## src/rtl/serial_subtractor_pkg.sv

```systemverilog
// Shared types and constants for the bit-serial subtractor.
// State encoding is fixed so the unused 2'b11 code has a defined recovery.
package sub_pkg;

  localparam int DEF_WIDTH = 4;

  typedef enum logic [1:0] {
    S_IDLE = 2'b00,
    S_RUN  = 2'b01,
    S_DONE = 2'b10
  } state_t;

  function automatic int cnt_width(input int w);
    return (w <= 2) ? 1 : $clog2(w);
  endfunction

endpackage

```

## src/rtl/serial_subtractor_cell.sv

```systemverilog
// One-bit full subtractor slice: computes a + ~b + cin from gate primitives.
// SUB_GATE_DLY lets gate-level simulation add a per-gate delay; it is empty by default.
`ifndef SUB_GATE_DLY
`define SUB_GATE_DLY
`endif

module serial_sub_cell (
  input  logic a,
  input  logic b,
  input  logic carry_in,
  output logic d,
  output logic carry_out
);

  logic w_nb, w_t0, w_t1, w_t2;

  not `SUB_GATE_DLY g_inv  (w_nb, b);
  xor `SUB_GATE_DLY g_sum  (d, a, w_nb, carry_in);
  and `SUB_GATE_DLY g_and0 (w_t0, a, w_nb);
  and `SUB_GATE_DLY g_and1 (w_t1, a, carry_in);
  and `SUB_GATE_DLY g_and2 (w_t2, w_nb, carry_in);
  or  `SUB_GATE_DLY g_maj  (carry_out, w_t0, w_t1, w_t2);

endmodule

```

## src/rtl/serial_subtractor.sv

```systemverilog
// Bit-serial a - b, LSB first, one bit per clock with start/ready/done handshake.
// Result registers change only on the transition into DONE and hold otherwise.
module serial_subtractor
  import sub_pkg::*;
#(
  parameter int WIDTH = DEF_WIDTH
) (
  input  logic             clk,
  input  logic             rst_n,
  input  logic             start,
  input  logic [WIDTH-1:0] a,
  input  logic [WIDTH-1:0] b,
  output logic             ready,
  output logic [WIDTH-1:0] diff,
  output logic             borrowout,
  output logic             overflow,
  output logic             done
);

  localparam int CNT_W = cnt_width(WIDTH);
  localparam logic [CNT_W-1:0] LAST = CNT_W'(WIDTH - 1);

  state_t           r_state;
  logic [WIDTH-1:0] r_a, r_b, r_sh, r_diff;
  logic [CNT_W-1:0] r_cnt;
  logic             r_carry, r_sa, r_sb;
  logic             r_borrow, r_ovf, r_done;
  logic             w_d, w_cout;

  serial_sub_cell u_cell (
    .a         (r_a[0]),
    .b         (r_b[0]),
    .carry_in  (r_carry),
    .d         (w_d),
    .carry_out (w_cout)
  );

  always_ff @(posedge clk or negedge rst_n) begin
    if (!rst_n) begin
      r_state  <= S_IDLE;
      r_a      <= '0;
      r_b      <= '0;
      r_sh     <= '0;
      r_cnt    <= '0;
      r_carry  <= 1'b1;
      r_sa     <= 1'b0;
      r_sb     <= 1'b0;
      r_diff   <= '0;
      r_borrow <= 1'b0;
      r_ovf    <= 1'b0;
      r_done   <= 1'b0;
    end else begin
      r_done <= 1'b0;
      case (r_state)
        S_IDLE, S_DONE: begin
          if (start) begin
            r_state <= S_RUN;
            r_a     <= a;
            r_b     <= b;
            r_sa    <= a[WIDTH-1];
            r_sb    <= b[WIDTH-1];
            r_carry <= 1'b1;
            r_cnt   <= '0;
          end else begin
            r_state <= S_IDLE;
          end
        end
        S_RUN: begin
          r_sh    <= {w_d, r_sh[WIDTH-1:1]};
          r_a     <= r_a >> 1;
          r_b     <= r_b >> 1;
          r_carry <= w_cout;
          r_cnt   <= r_cnt + 1'b1;
          if (r_cnt == LAST) begin
            // w_d is the sign bit of the result on this final edge
            r_state  <= S_DONE;
            r_diff   <= {w_d, r_sh[WIDTH-1:1]};
            r_borrow <= ~w_cout;
            r_ovf    <= (r_sa != r_sb) && (w_d != r_sa);
            r_done   <= 1'b1;
          end
        end
        default: r_state <= S_IDLE;
      endcase
    end
  end

  assign ready     = (r_state == S_IDLE) || (r_state == S_DONE);
  assign diff      = r_diff;
  assign borrowout = r_borrow;
  assign overflow  = r_ovf;
  assign done      = r_done;

endmodule
```

## config.mk

```make
export PLATFORM = sky130hd
export DESIGN_NAME = serial_subtractor
export DESIGN_NICKNAME = d
export VERILOG_FILES = /design/src/rtl/serial_subtractor_pkg.sv /design/src/rtl/serial_subtractor_cell.sv /design/src/rtl/serial_subtractor.sv
export SDC_FILE = /design/constraint.sdc
export NUM_CORES = 1
export LEC_CHECK = 0
export BUFFER_PORTS_ARGS = -buffer_cell sky130_fd_sc_hd__buf_2
export CORE_MARGIN = 2
export CORE_UTILIZATION = 58
export DETAILED_ROUTE_END_ITERATION = 6
export GPL_ROUTABILITY_DRIVEN = 0
export PLACE_DENSITY = 0.94
export SETUP_SLACK_MARGIN = 0.15
export SYNTH_ARGS = -nofsm -noshare
export SYNTH_HDL_FRONTEND = slang
export SYNTH_HIERARCHICAL = 1
export SYNTH_SLANG_ARGS = --single-unit
export TNS_END_PERCENT = 1
```

## constraint.sdc

```tcl
create_clock -name clk -period 2.5 [get_ports clk]
set_clock_uncertainty 0.15 [all_clocks]
set_input_delay 0.5 -clock clk [delete_from_list [all_inputs] [get_ports clk]]
set_output_delay 0.5 -clock clk [all_outputs]
set_load 0.02 [all_outputs]
```

Word level (Yosys, flattened, before mapping)

Index checks and enable logic that the tools add are counted.
W data, S select, Z words.

Register bits: 26
Input bits: 11
Output and inout bits: 8
Logic and storage cells: 48

Add/sub/neg operators: 1
Equal/unequal tests: 7
Mux-type cells: 13
Bitwise logic cells: 5
Reductions and logical operators: 10

Operators by type and width:

| kind                  | count |
|---|---|
| $pmux W4 S2           | 2 |
| $mux W4               | 2 |
| $pmux W2 S2           | 2 |
| $reduce_and A2 Y1     | 3 |
| $eq A2 B2 Y1 const B  | 2 |
| $mux W1               | 4 |
| $mux W2               | 2 |
| $ne A2 B2 Y1 const B  | 2 |
| $and A1 B1 Y1         | 3 |
| $reduce_or A3 Y1      | 1 |
| $reduce_xor A3 Y1     | 1 |
| $add A2 B1 Y2 const B | 1 |
| $eq A2 B1 Y1 const B  | 1 |
| $logic_not A2 Y1      | 1 |
| $ne A1 B1 Y1          | 2 |
| $not A1 Y1            | 2 |
| $pmux W1 S2           | 1 |
| $reduce_bool A2 Y1    | 1 |
| $reduce_or A2 Y1      | 1 |
| $logic_and A1 B1 Y1   | 1 |
| $logic_or A1 B1 Y1    | 1 |

Longest topological paths before layout

Gate-level depths: netlist (run 1).

Depth in word-level cells: 4
Mapped depth: 6
Mapped depth without buffers: 6

By module

Netlist (run 1), hierarchy kept.

By module, submodules not included:

| module            | times used | cells an instance | area an instance (µm²) | seq. area each (µm²) |
|---|---|---|---|---|
| serial_subtractor | 1          | 94                | 1117.3                 | 626.9 |
| serial_sub_cell   | 1          | 5                 | 35.0                   | 0.0 |

Worst setup path before layout (run 1)

No wires, ideal clock.

Kind: register -> register
Start point: register r_carry
End point: register r_ovf (netlist: overflow)
Arrival time: 1.377 ns
Setup slack: 0.845 ns
Cell stages (with the launch flop): 7
Path buffers: 0
Path through: dfstp_2 inv_1 fa_1 inv_1 nor2b_1 a21oi_1 o21ai_0

Word-level cells in the longest chain between the ends: 3

RTL lines:

| element                | RTL line                     | RTL |
|---|---|---|
| from (decl)            | serial_subtractor.sv:26      | `logic r_carry, r_sa, r_sb;` |
| from (signal assigned) | serial_subtractor.sv:72      | `r_carry <= w_cout;` |
| $reduce_xor A3 Y1      | serial_subtractor_cell.sv:18 | `` xor `SUB_GATE_DLY g_sum (d, a, w_nb, carry_in); `` |
| named net w_d          | serial_subtractor.sv:28      | `logic w_d, w_cout;` |
| $ne A1 B1 Y1           | serial_subtractor.sv:79      | `r_ovf <= (r_sa != r_sb) && (w_d != r_sa);` |
| $logic_and A1 B1 Y1    | serial_subtractor.sv:79      |  |
| to (signal assigned)   | serial_subtractor.sv:79      |  |
| to (decl)              | serial_subtractor.sv:27      | `logic r_borrow, r_ovf, r_done;` |

The timed path passes the listed nets, and every way through them passes these cells.
A chain may end at the register's enable or synchronous reset.

Worst setup path in the final report (run 1)

Start point: register r_state[0]
End point: output port ready

Word-level cells in the longest chain between the ends: 2
Elaborated cells between the ends (all ways): 3
Classes of those cells: eq/ne: 1; reduce/logical: 2

RTL lines:

| element                                          | RTL line                | RTL |
|---|---|---|
| from (decl)                                      | serial_subtractor.sv:23 | `state_t r_state;` |
| from (signal assigned)                           | serial_subtractor.sv:40 | `r_state <= S_IDLE;` |
| from (signal assigned)                           | serial_subtractor.sv:57 | `r_state <= S_RUN;` |
| from (signal assigned)                           | serial_subtractor.sv:65 | `r_state <= S_IDLE;` |
| $eq A2 B2 Y1 or $logic_not A2 Y1 (tied branches) | serial_subtractor.sv:88 | `assign ready = (r_state == S_IDLE) \|\| (r_state == S_DONE);` |
| $logic_or A1 B1 Y1 (*)                           | serial_subtractor.sv:88 |  |
| to (decl)                                        | serial_subtractor.sv:13 | `output logic ready,` |

Every way passes the cells marked *; elsewhere a longest branch is shown, timed or not.

==> key figures, run 1 <==
Status
  • Run status: finished clean

Clocking
  • Maximum count of clock buffers along a single path: 2
  • Clock buffers created by TritonCTS: 3
  • Cell at the root of the clock tree: sky130_fd_sc_hd__clkbuf_4
  • CTS-repair resized insts: 0
  • Clock slew at the register clock pins of the worst setup and hold paths: around 130 ps
  • Clock sink count: 25
  • Maximum level of the CTS H-tree: 1
  • Post-CTS Setup Bufs: 0
  • Clock network latency to the later pin of the worst-skew pair: 300 ps
  • CTS tree: built
  • Hold-fix buffer count after cts: 0

GRT
  • Pin count of the biggest net entering global routing: 26
  • Overall overflow remaining after global route: 0
  • Vias in the first global route: 740
  • Initial antenna violation count: 0
  • Combined global-route utilization of all metal layers: 0.181
  • First-pass GRT wire length: 3370 um

Routing
  • Wire length the detailed router placed on met1: 841 um
  • Violation count after the first detailed-routing iteration: 15
  • Met3 wire length: 41 um
  • Wirelength, routed: 1890 um
  • Amount of wire on met2 after detailed routing: 993 um
  • Number of remaining DRC errors: 0
  • Total number of vias: 772
  • Routed wirelength normalized by instance count: 13.2 um
  • Highest layer used for signal routing: met4
  • Number of nets with antenna violations after detailed routing: 0
  • Number of detailed-route iterations in the first pass: 4
  • Average vias per placed instance: 5.40

Synthesis
  • Post-synth EDFFs: 0
  • Number of nets produced by synthesis: roughly 110
  • Async S/R FF share, synth: 1.00
  • Yosys cell types: 25
  • Gate count after technology mapping: 99
  • Syn avg cell area: ~12 um^2
  • Count of yosys warnings during synthesis: 6
  • Post-Syn Area: between 0.001 and 0.0015 mm^2
  • Sequential area share after synthesis: 0.544
  • #FFs+latches synth: 25
  • Most used DFF post-synth: sky130_fd_sc_hd__dfrtp_1

Floorplan
  • Die Height: 48.6 um
  • Die outline area: 0.00236 mm^2
  • Starting Density: 0.600
  • Floorplan core area: 0.00192 mm^2
  • Die span in x: 48.6 um
  • IO Count: 19
  • Site Rows: 16

Power and ir drop
  • Leakage power total: 0.630 nW
  • Largest vdd supply drop: around 0.9 mV
  • Cell area power density: around 1300 mW/mm^2

Cells and area
  • Layout cells sized above 1: 0.284
  • Syn-to-layout area delta: 9.77%
  • Count of inserted antenna diode cells: 0
  • Number of fillers in the final layout: between 150 and 200
  • Post-Layout Cell Count: 143
  • Net total in the final layout: 130

Place
  • Post-detailed-placement half-perimeter wirelength: about 1400 um
  • Number of input and output port buffers inserted: 18
  • Number of instances in the placed design: 139
  • Placement-stage worst setup slack: around 740 ps

STA
  • Final number of hold-violating endpoints: 0
  • Worst hold margin: roughly 13 ps
  • Transition time at the pin with the least slew margin: between 500 and 600 ps
  • Setup TNS Final: 0 ps
  • Worst-case headroom to the max-slew limit: 0.624
  • RSZ-0062 raised after global routing: false
  • Crit path time final: about 2000 ps
  • Final Max Slew Viols: 0
  • Final worst path period share: 0.799
  • Final number of setup-violating endpoints: 0
  • Achievable frequency: 501 MHz
  • Worst path setup slack after routing: 503 ps

Setup path
  • CP arrival: 1350 ps
  • Required time at the worst-slack endpoint: between 1500 and 2000 ps
  • Slowest cell on the critical path: sky130_fd_sc_hd__dfrtp_1
  • Largest stage delay on the critical path: between 700 and 800 ps
  • Buffering stage count on the worst path with inverters included: 2
  • Cell depth of the worst setup path: 2
  • Number of cell instances on the worst register-to-register path: 6
  • Crit-path cells: inv_1 -> buf_2
  • Critical path launch point type: flip-flop
  • Critical path start-end classification: reg2out
  • Critical Path Fanout Max: 16
  • Top cell family by delay on the critical path: flip-flops
  • Endpoint type of the worst setup path: primary output

Run
  • Number of max-cap violations: 0

Worst hold path
  • Type of the tightest min-delay check: in2async
==> metrics by stage <==
| step | total power (W) | instance area, um^2 | utilization |
|---|---|---|---|
| 5_1_grt | 0.00177 | 1260 | 0.658 |
| 3_5_place_dp | 0.00148 | 1240 | 0.645 |
| 6_report | 0.00163 | 1260 | 0.658 |
| 3_3_place_gp | 0.00142 | 1240 | 0.645 |
| 4_1_cts | 0.00165 | 1260 | 0.658 |
| 2_1_floorplan | 0.00131 | 1150 | - |
==> cells in the final DEF, fill, tap and decap left out, types with 2 or more instances in the layout <==
| cell | Yosys | routed |
|---|---|---|
| sky130_fd_sc_hd__a21oi_1 | 8 | 8 |
| sky130_fd_sc_hd__a211oi_1 | 4 | 4 |
| sky130_fd_sc_hd__nand2_1 | 10 | 10 |
| sky130_fd_sc_hd__nand2b_4 | 2 | 2 |
| sky130_fd_sc_hd__mux2_2 | 7 | 7 |
| sky130_fd_sc_hd__dfrtp_1 | 24 | 24 |
| sky130_fd_sc_hd__clkbuf_4 | 0 | 3 |
| sky130_fd_sc_hd__nor2b_1 | 5 | 5 |
| sky130_fd_sc_hd__a22o_1 | 2 | 2 |
| sky130_fd_sc_hd__mux2i_1 | 6 | 6 |
| sky130_fd_sc_hd__o22ai_1 | 2 | 2 |
| sky130_fd_sc_hd__inv_1 | 9 | 9 |
| sky130_fd_sc_hd__buf_2 | 2 | 18 |
| sky130_fd_sc_hd__o21ai_0 | 5 | 5 |
==> final cells by class <==
cell class,count,area (um^2),area share
Clock buffer,4,26.3,0.0208
Timing Repair Buffer,18,90.1,0.0712
Tap cell,27,33.8,0.0267
Multi-Input combinational cell,60,454,0.359
Inverter,9,33.8,0.0267
Sequential cell,25,627,0.496
==> worst reg2reg max path, cell delays in order, from the launching register on <==
cell                      delay, ps
sky130_fd_sc_hd__dfstp_2        570
sky130_fd_sc_hd__inv_1           50
sky130_fd_sc_hd__fa_1           480
sky130_fd_sc_hd__inv_1           70
sky130_fd_sc_hd__nor3b_1        180
sky130_fd_sc_hd__a21oi_1         60
sky130_fd_sc_hd__o21ai_0        140
==> cell usage after synthesis (all sizes together), types with 2 or more instances <==
library cell | count | share of area
o22ai | 2 | 0.011
o21ai | 5 | 0.022
a21oi | 8 | 0.035
mux2i | 6 | 0.052
a211oi | 4 | 0.026
dfrtp | 24 | 0.52
buf | 4 | 0.028
nand2 | 10 | 0.033
inv | 9 | 0.029
nand2b | 2 | 0.024
a22o | 2 | 0.015
mux2 | 7 | 0.068
nor2b | 5 | 0.027
==> kinds of logic after synthesis <==
family                   count (synthesis)  synth area share
AO/OA/AOI/OAI                           21             0.109
AND/OR/NAND/NOR                         23             0.129
adder cells (fa/ha/maj)                  2            0.0282
XOR/XNOR                                 1           0.00760
flip-flops                              25             0.544
multiplexers                            13             0.121
buffers and inverters                   14            0.0619
==> power by group <==
part | switching [W] | internal [W] | leakage, nW
clock network | 0.000107 | 0.0000620 | 0.0150
logic | 0.000359 | 0.000338 | 0.310
registers | 0.000166 | 0.000598 | 0.305
==> state kept, by name, indices dropped and copies added (netlist names) <==
signal     count
r_sa           1
overflow       1
r_state        2
r_b            4
r_a            4
borrowout      1
done           1
r_sh           3
r_carry        1
diff           4
r_sb           1
r_cnt          2
==> metal layers <==
| metal | track usage | vias to the layer above |
|---|---|---|
| met5 | 0 | - |
| met4 | 0.0286 | 0 |
| met3 | 0.0216 | 2 |
| met2 | 0.301 | 10 |
| met1 | 0.264 | 393 |
| li1 | - | 367 |
==> final timing paths <==
check,to,startpoint,slack [ps]
setup reg to reg,overflow,r_carry,720
hold / removal,r_b[1],rst_n,10
setup / recovery,ready,r_state[0],500
hold reg to reg,borrowout,borrowout,350
max in group asynchronous,r_carry,rst_n,1820
min in group clk,r_sa,a[3],260
Power figures use the tool's default switching activity.
==> run 2: changes to the inputs <==
--- a/config.mk
+++ b/config.mk
@@ -7,10 +7,10 @@
 export LEC_CHECK = 0
 export BUFFER_PORTS_ARGS = -buffer_cell sky130_fd_sc_hd__buf_2
 export CORE_MARGIN = 2
-export CORE_UTILIZATION = 58
+export CORE_UTILIZATION = 49
 export DETAILED_ROUTE_END_ITERATION = 6
 export GPL_ROUTABILITY_DRIVEN = 0
-export PLACE_DENSITY = 0.94
+export PLACE_DENSITY = 0.86
 export SETUP_SLACK_MARGIN = 0.15
 export SYNTH_ARGS = -nofsm -noshare
 export SYNTH_HDL_FRONTEND = slang
==> constraint.sdc (replaced) <==
create_clock -name clk -period 1.63 [get_ports clk]
set_clock_uncertainty 0.15 [all_clocks]
set_input_delay 0.326 -clock clk [delete_from_list [all_inputs] [get_ports clk]]
set_output_delay 0.326 -clock clk [all_outputs]
set_load 0.02 [all_outputs]
==> key figures, run 2 (synthesis gave the netlist of run 1 again) <==
Clocking
  • Clock sink count: 25 (unchanged)
  • Maximum count of clock buffers along a single path: 2 (unchanged)
  • Clock network latency to the later pin of the worst-skew pair: 320 ps (+20 ps)
  • CTS tree: built
  • Clock slew at the register clock pins of the worst setup and hold paths: 140 ps (about the same)
  • Clock buffers created by TritonCTS: 3 (unchanged)
  • Maximum level of the CTS H-tree: 1 (unchanged)
  • Cell at the root of the clock tree: sky130_fd_sc_hd__clkbuf_4

Status
  • Run status: finished with violations
  • Violations in the final reports: setup timing

Power and ir drop
  • Largest vdd supply drop: 1.23 mV (+36%)
  • Cell area power density: 2030 mW/mm^2 (+58%)
  • Leakage power total: 0.653 nW (+3.7%)

STA
  • RSZ-0062 raised after global routing: true
  • Final number of hold-violating endpoints: 0 (unchanged)
  • Final worst path period share: 1.06
  • Transition time at the pin with the least slew margin: 528 ps (-36.5 ps)
  • Final number of setup-violating endpoints: 3 (+3)
  • Worst path setup slack after routing: -93.9 ps (-597 ps)
  • Achievable frequency: 580 MHz
  • Final Max Slew Viols: 0 (unchanged)
  • Crit path time final: roughly 1700 ps
  • Worst-case headroom to the max-slew limit: 0.648 (+0.0243)
  • Setup TNS Final: -160 ps (-160 ps)
  • Worst hold margin: 72.2 ps (+59.4 ps)

Setup path
  • Required time at the worst-slack endpoint: 1700 ps (-150 ps)
  • Top cell family by delay on the critical path: flip-flops
  • Critical path start-end classification: reg2reg
  • Crit-path cells: inv_2 -> fa_1 -> inv_2 -> nor2b_4 -> a21oi_2 -> o21ai_1
  • Slack of the worst reg-to-reg path: -90 ps (-810 ps)
  • Cell depth of the worst setup path: 6 (+4)
  • Critical path launch point type: flip-flop
  • CP arrival: 1790 ps (+440 ps)
  • Buffering stage count on the worst path with inverters included: 2 (unchanged)
  • Number of cell instances on the worst register-to-register path: 6 (unchanged)
  • Largest stage delay on the critical path: 560 ps (-160 ps)
  • Slowest cell on the critical path: sky130_fd_sc_hd__dfstp_2
  • Cell with the most instances on the worst path: sky130_fd_sc_hd__inv_2
  • Endpoint type of the worst setup path: flip-flop
  • Critical Path Fanout Max: 4 (-12)

GRT
  • Pin count of the biggest net entering global routing: 26 (unchanged)
  • Overall overflow remaining after global route: 0 (unchanged)
  • Initial antenna violation count: 0 (unchanged)
  • Combined global-route utilization of all metal layers: 0.193 (+0.0120)
  • First-pass GRT wire length: 3720 um (+10%)
  • Vias in the first global route: 851 (+15%)

Routing
  • Number of remaining DRC errors: 0 (unchanged)
  • Wirelength, routed: 2160 um (+14%)
  • Average vias per placed instance: 5.29 (-2.0%)
  • Violation count after the first detailed-routing iteration: 18 (+3)
  • Total number of vias: 783 (+1.4%)
  • Routed wirelength normalized by instance count: 14.6 um (+11%)
  • Number of detailed-route iterations in the first pass: 4 (unchanged)
  • Number of nets with antenna violations after detailed routing: 0 (unchanged)

Cells and area
  • Syn-to-layout area delta: 14.8%
  • Number of fillers in the final layout: 188 (+15%)
  • Layout cells sized above 1: 0.375 (+0.0905)
  • Util after Layout: 0.598 (-0.0604)
  • Highest-count cells in the layout ignoring fill and taps: 23 x sky130_fd_sc_hd__dfrtp_1, 17 x sky130_fd_sc_hd__buf_2, 10 x sky130_fd_sc_hd__nand2_1, 7 x sky130_fd_sc_hd__mux2_2, 7 x sky130_fd_sc_hd__a21oi_1
  • Most frequent standard cell in the layout excluding fill and tap cells: sky130_fd_sc_hd__dfrtp_1
  • Net total in the final layout: 134 (+3.1%)
  • Count of inserted antenna diode cells: 0 (unchanged)

Floorplan
  • Site Rows: 17 (+1)
  • Starting Density: 0.521 (-0.0787)
  • Floorplan core area: 0.00221 mm^2 (+15%)
  • Die Height: 52.5 um (+8.1%)
  • IO Count: 19 (unchanged)
  • Die span in x: 52.5 um (+8.1%)
  • Die outline area: 0.00276 mm^2 (+17%)

Worst hold path
  • Type of the tightest min-delay check: in2reg
  • Hold path depth: 3

Place
  • Number of input and output port buffers inserted: 18 (unchanged)
  • Post-detailed-placement half-perimeter wirelength: 1630 um (+13%)

Run
  • Number of max-cap violations: 0 (unchanged)
[run 2: changes by cell type in the layout (fill, tap and decap cells not counted), sizes merged]
| cell | change |
|---|---|
| buf | +3 |
| clkbuf | -1 |
| dlygate4sd3 | +1 |
| clkinv | +1 |
[run 2: what timing repair did]
| item | in CTS | in global routing |
|---|---|---|
| cloned | 0 | 0 |
| setup buffers | 0 | 0 |
| gates resized for setup | 6 | 4 |
| hold endpoints to repair | 24 | 0 |
| pin swaps | 0 | 1 |
| endpoints found under the setup margin | 4 | 8 |
| hold buffers | 1 | 0 |
[run 2: final cells by class]
type | count | area [um^2] | share of cell area
multi-input cells | 60 | 473 | 0.358
well taps | 28 | 35.0 | 0.0265
clock inverters | 1 | 5.00 | 0.00378
inverters | 9 | 33.8 | 0.0255
clock buffers | 3 | 22.5 | 0.0170
flip-flops and latches | 25 | 628 | 0.475
repair buffers | 22 | 125 | 0.0946
[run 2: final timing paths]
| check | startpoint | to |
|---|---|---|
| max | r_carry | overflow |
| min | a[3] | r_sa |
| max reg2reg | r_carry | overflow |
| min reg2reg | diff[2] | diff[2] |
| max in group asynchronous | rst_n | r_state[0] |
| min in group asynchronous | rst_n | r_b[2] |
[run 2: metal layers]
metal  share of wire  GRT usage  routed length (um)
met1            0.43      0.240                 926
met2            0.52      0.329                1120
met3           0.033     0.0171                  72
met4           0.020      0.103                  44
met5               0          0                   0
[run 2: worst min-delay path: stages]
cell and delay [ps]:
sky130_fd_sc_hd__buf_2 90, sky130_fd_sc_hd__nand2_1 50, sky130_fd_sc_hd__nand2_1 50
[run 2: report_power, final]
part | total (W) | internal [W] | switching, W
sequential | 0.00115 | 0.000920 | 0.000226
clock | 0.000279 | 0.0000920 | 0.000187
combinational | 0.00126 | 0.000620 | 0.000643
[run 2: per-stage QoR]
step                      power, W  worst slack [ps]  cell area [um^2]  instances
after floorplan            0.00201             -24.6              1150         99
after global placement     0.00221             -44.4              1260        143
after detailed placement   0.00232              -123              1260        143
after CTS                  0.00266             -88.3              1310        148
after global routing       0.00289              -149              1320        148
final                      0.00269             -93.9              1320        148
==> run 3: changes to the inputs <==
--- a/config.mk
+++ b/config.mk
@@ -10,6 +10,7 @@
 export CORE_UTILIZATION = 49
 export DETAILED_ROUTE_END_ITERATION = 6
 export GPL_ROUTABILITY_DRIVEN = 0
+export HOLD_SLACK_MARGIN = 0.1
 export PLACE_DENSITY = 0.86
 export SETUP_SLACK_MARGIN = 0.15
 export SYNTH_ARGS = -nofsm -noshare
==> key figures, run 3 (synthesis gave the netlist of run 1 again) <==
Floorplan
  • Starting Density: 0.521 (unchanged)
  • Die Height: 52.5 um (unchanged)
  • Die span in x: 52.5 um (unchanged)
  • Die outline area: 0.00276 mm^2 (unchanged)
  • IO Count: 19 (unchanged)
  • Floorplan core area: 0.00221 mm^2 (unchanged)
  • Site Rows: 17 (unchanged)

Setup path
  • Critical path origin: r_carry
  • Cell with the most instances on the worst path: sky130_fd_sc_hd__inv_2
  • Endpoint type of the worst setup path: flip-flop
  • Buffering stage count on the worst path with inverters included: 2 (unchanged)
  • Critical path start-end classification: reg2reg
  • Critical path launch point type: flip-flop
  • Startpoint of the worst register-to-register path: r_carry
  • Slowest cell on the critical path: sky130_fd_sc_hd__dfstp_2
  • Critical Path Fanout Max: 4 (unchanged)
  • CP arrival: 1790 ps (about the same)
  • Crit-path cells: inv_2 -> fa_1 -> inv_2 -> nor2b_4 -> a21oi_2 -> o21ai_1
  • Required time at the worst-slack endpoint: 1700 ps (about the same)
  • Top cell family by delay on the critical path: flip-flops
  • Largest stage delay on the critical path: 560 ps (about the same)

Place
  • Placement-stage worst setup slack: -123 ps (unchanged)
  • Post-detailed-placement cell area: 0.00126 mm^2 (unchanged)
  • Post-detailed-placement half-perimeter wirelength: 1630 um (unchanged)
  • Number of input and output port buffers inserted: 18 (unchanged)

Power and ir drop
  • Seq pwr share: 0.424 (-0.002)
  • Clock power share: 0.104 (about the same)
  • Leakage power total: 0.661 nW (+1.3%)
  • Switching pwr: 0.00106 W (+0.78%)
  • Internal Dissipation: 0.00164 W (+0.21%)
  • Switching fraction of total power: 0.394 (+0.00133)
  • Cell area power density: 2010 mW/mm^2 (-1.1%)
  • Comb power frac: 0.472 (+0.002)
  • Largest vdd supply drop: 1.24 mV (+1.0%)

STA
  • Final number of setup-violating endpoints: 3 (unchanged)
  • Crit path time final: 1720 ps (+0.488 ps)
  • Worst-case headroom to the max-slew limit: 0.639 (-0.00878)
  • Worst path setup slack after routing: -94.4 ps (-0.488 ps)
  • RSZ-0062 raised after global routing: true
  • Final Max Slew Viols: 0 (unchanged)
  • Transition time at the pin with the least slew margin: 541 ps (+13.2 ps)
  • Achievable frequency: 580 MHz (about the same)
  • Final worst path period share: 1.06 (about the same)
  • Final number of hold-violating endpoints: 0 (unchanged)

Cells and area
  • Net total in the final layout: 136 (+1.5%)
  • Syn-to-layout area delta: 16.5%
  • Count of inserted antenna diode cells: 0 (unchanged)
  • Util after Layout: 0.607 (+0.00905)
  • Layout cells sized above 1: 0.369 (-0.00615)
  • Number of fillers in the final layout: 181 (-3.7%)
  • Post-route cell area: 0.00134 mm^2 (+1.5%)
  • Most frequent standard cell in the layout excluding fill and tap cells: sky130_fd_sc_hd__dfrtp_1
  • Highest-count cells in the layout ignoring fill and taps: 23 x sky130_fd_sc_hd__dfrtp_1, 17 x sky130_fd_sc_hd__buf_2, 10 x sky130_fd_sc_hd__nand2_1, 7 x sky130_fd_sc_hd__mux2_2, 7 x sky130_fd_sc_hd__a21oi_1

Run
  • Number of max-cap violations: 0 (unchanged)

Clocking
  • Clock buffers created by TritonCTS: 3 (unchanged)
  • Clock slew at the register clock pins of the worst setup and hold paths: 140 ps (about the same)
  • CTS tree: built
  • Maximum level of the CTS H-tree: 1 (unchanged)
  • Clock network latency to the later pin of the worst-skew pair: 320 ps (about the same)
  • Cell at the root of the clock tree: sky130_fd_sc_hd__clkbuf_4
  • Maximum count of clock buffers along a single path: 2 (unchanged)
  • Clock sink count: 25 (unchanged)

Routing
  • Average vias per placed instance: 5.30 (+0.18%)
  • Wirelength, routed: 2210 um (+2.0%)
  • Number of detailed-route iterations in the first pass: 4 (unchanged)
  • Violation count after the first detailed-routing iteration: 13 (-5)
  • Routed wirelength normalized by instance count: 14.7 um (+0.63%)
  • Total number of vias: 795 (+1.5%)
  • Number of nets with antenna violations after detailed routing: 0 (unchanged)
  • Number of remaining DRC errors: 0 (unchanged)

Worst hold path
  • Origin of the worst min-delay path: b[2]
  • Type of the tightest min-delay check: in2reg

GRT
  • Combined global-route utilization of all metal layers: 0.195 (+0.00245)
  • First-pass GRT wire length: 3750 um (+0.73%)
  • Vias in the first global route: 842 (-1.1%)
  • Initial antenna violation count: 0 (unchanged)
  • Overall overflow remaining after global route: 0 (unchanged)
  • Pin count of the biggest net entering global routing: 26 (unchanged)

Status
  • Violations in the final reports: setup timing
  • Run status: finished with violations
==> run 3: changes by cell type in the layout (fill, tap and decap cells not counted) <==
cell	previous run	this run
sky130_fd_sc_hd__dlygate4sd3_1	1	3
==> run 3: final timing paths <==
check | endpoint | slack, ps | depth (start not counted)
worst max-delay path | overflow | -90 | 6
worst min-delay path | r_b[2] | 130 | 3
worst max register to register | overflow | -90 | 6
worst min register to register | diff[2] | 370 | 1
max in group asynchronous | r_state[0] | 590 | 2
min in group asynchronous | r_b[2] | 360 | 2
==> run 3: layout make-up <==
cell class / count / area [um^2] / area share
Clock buffer: 3 / 22.5 / 0.0168
Sequential cell: 25 / 628 / 0.468
Inverter: 9 / 33.8 / 0.0252
Multi-Input combinational cell: 60 / 473 / 0.352
Timing Repair Buffer: 24 / 145 / 0.108
Clock inverter: 1 / 5.00 / 0.00373
Tap cell: 28 / 35.0 / 0.0261
==> run 3: per-layer routing <==
| metal | vias up | global-route usage | wire length [um] |
|---|---|---|---|
| met5 | - | 0 | 0 |
| met1 | 382 | 0.242 | 960 |
| met4 | 0 | 0.103 | 51 |
| met2 | 23 | 0.335 | 1120 |
| li1 | 384 | - | - |
| met3 | 6 | 0.0171 | 74 |
==> run 3: tightest hold or removal path, delay by kind of cell <==
family / cells / cell delay [ps]
compound gates: 2 / 160
buf+inv: 1 / 90
==> run 3: what timing repair did <==
| item | in CTS | in global routing |
|---|---|---|
| hold buffers | 3 | 0 |
| setup endpoints to repair | 4 | 8 |
| pin swaps | 0 | 1 |
| hold endpoints to repair | 26 | 0 |
| gates cloned | 0 | 0 |
| resized for setup | 6 | 4 |
| setup buffers | 0 | 0 |
==> run 3: power by group through the flow <==
stage / clock [W] / sequential [W] / combinational (W)
2_1_floorplan: 0 / 0.00116 / 0.000854
3_3_place_gp: 0 / 0.00111 / 0.00110
3_5_place_dp: 0 / 0.00114 / 0.00117
4_1_cts: 0.000282 / 0.00114 / 0.00124
5_1_grt: 0.000316 / 0.00119 / 0.00140
6_report: 0.000281 / 0.00115 / 0.00127
==> run 3: through the flow <==
step           total power, W  setup TNS, ps  hold WS, ps  cells
6_report              0.00270           -163          127    150
5_1_grt               0.00290           -243          146    150
4_1_cts               0.00266           -123          128    150
3_5_place_dp          0.00232           -139          189    143
3_3_place_gp          0.00221          -44.4          179    143
2_1_floorplan         0.00201          -24.6         -120     99
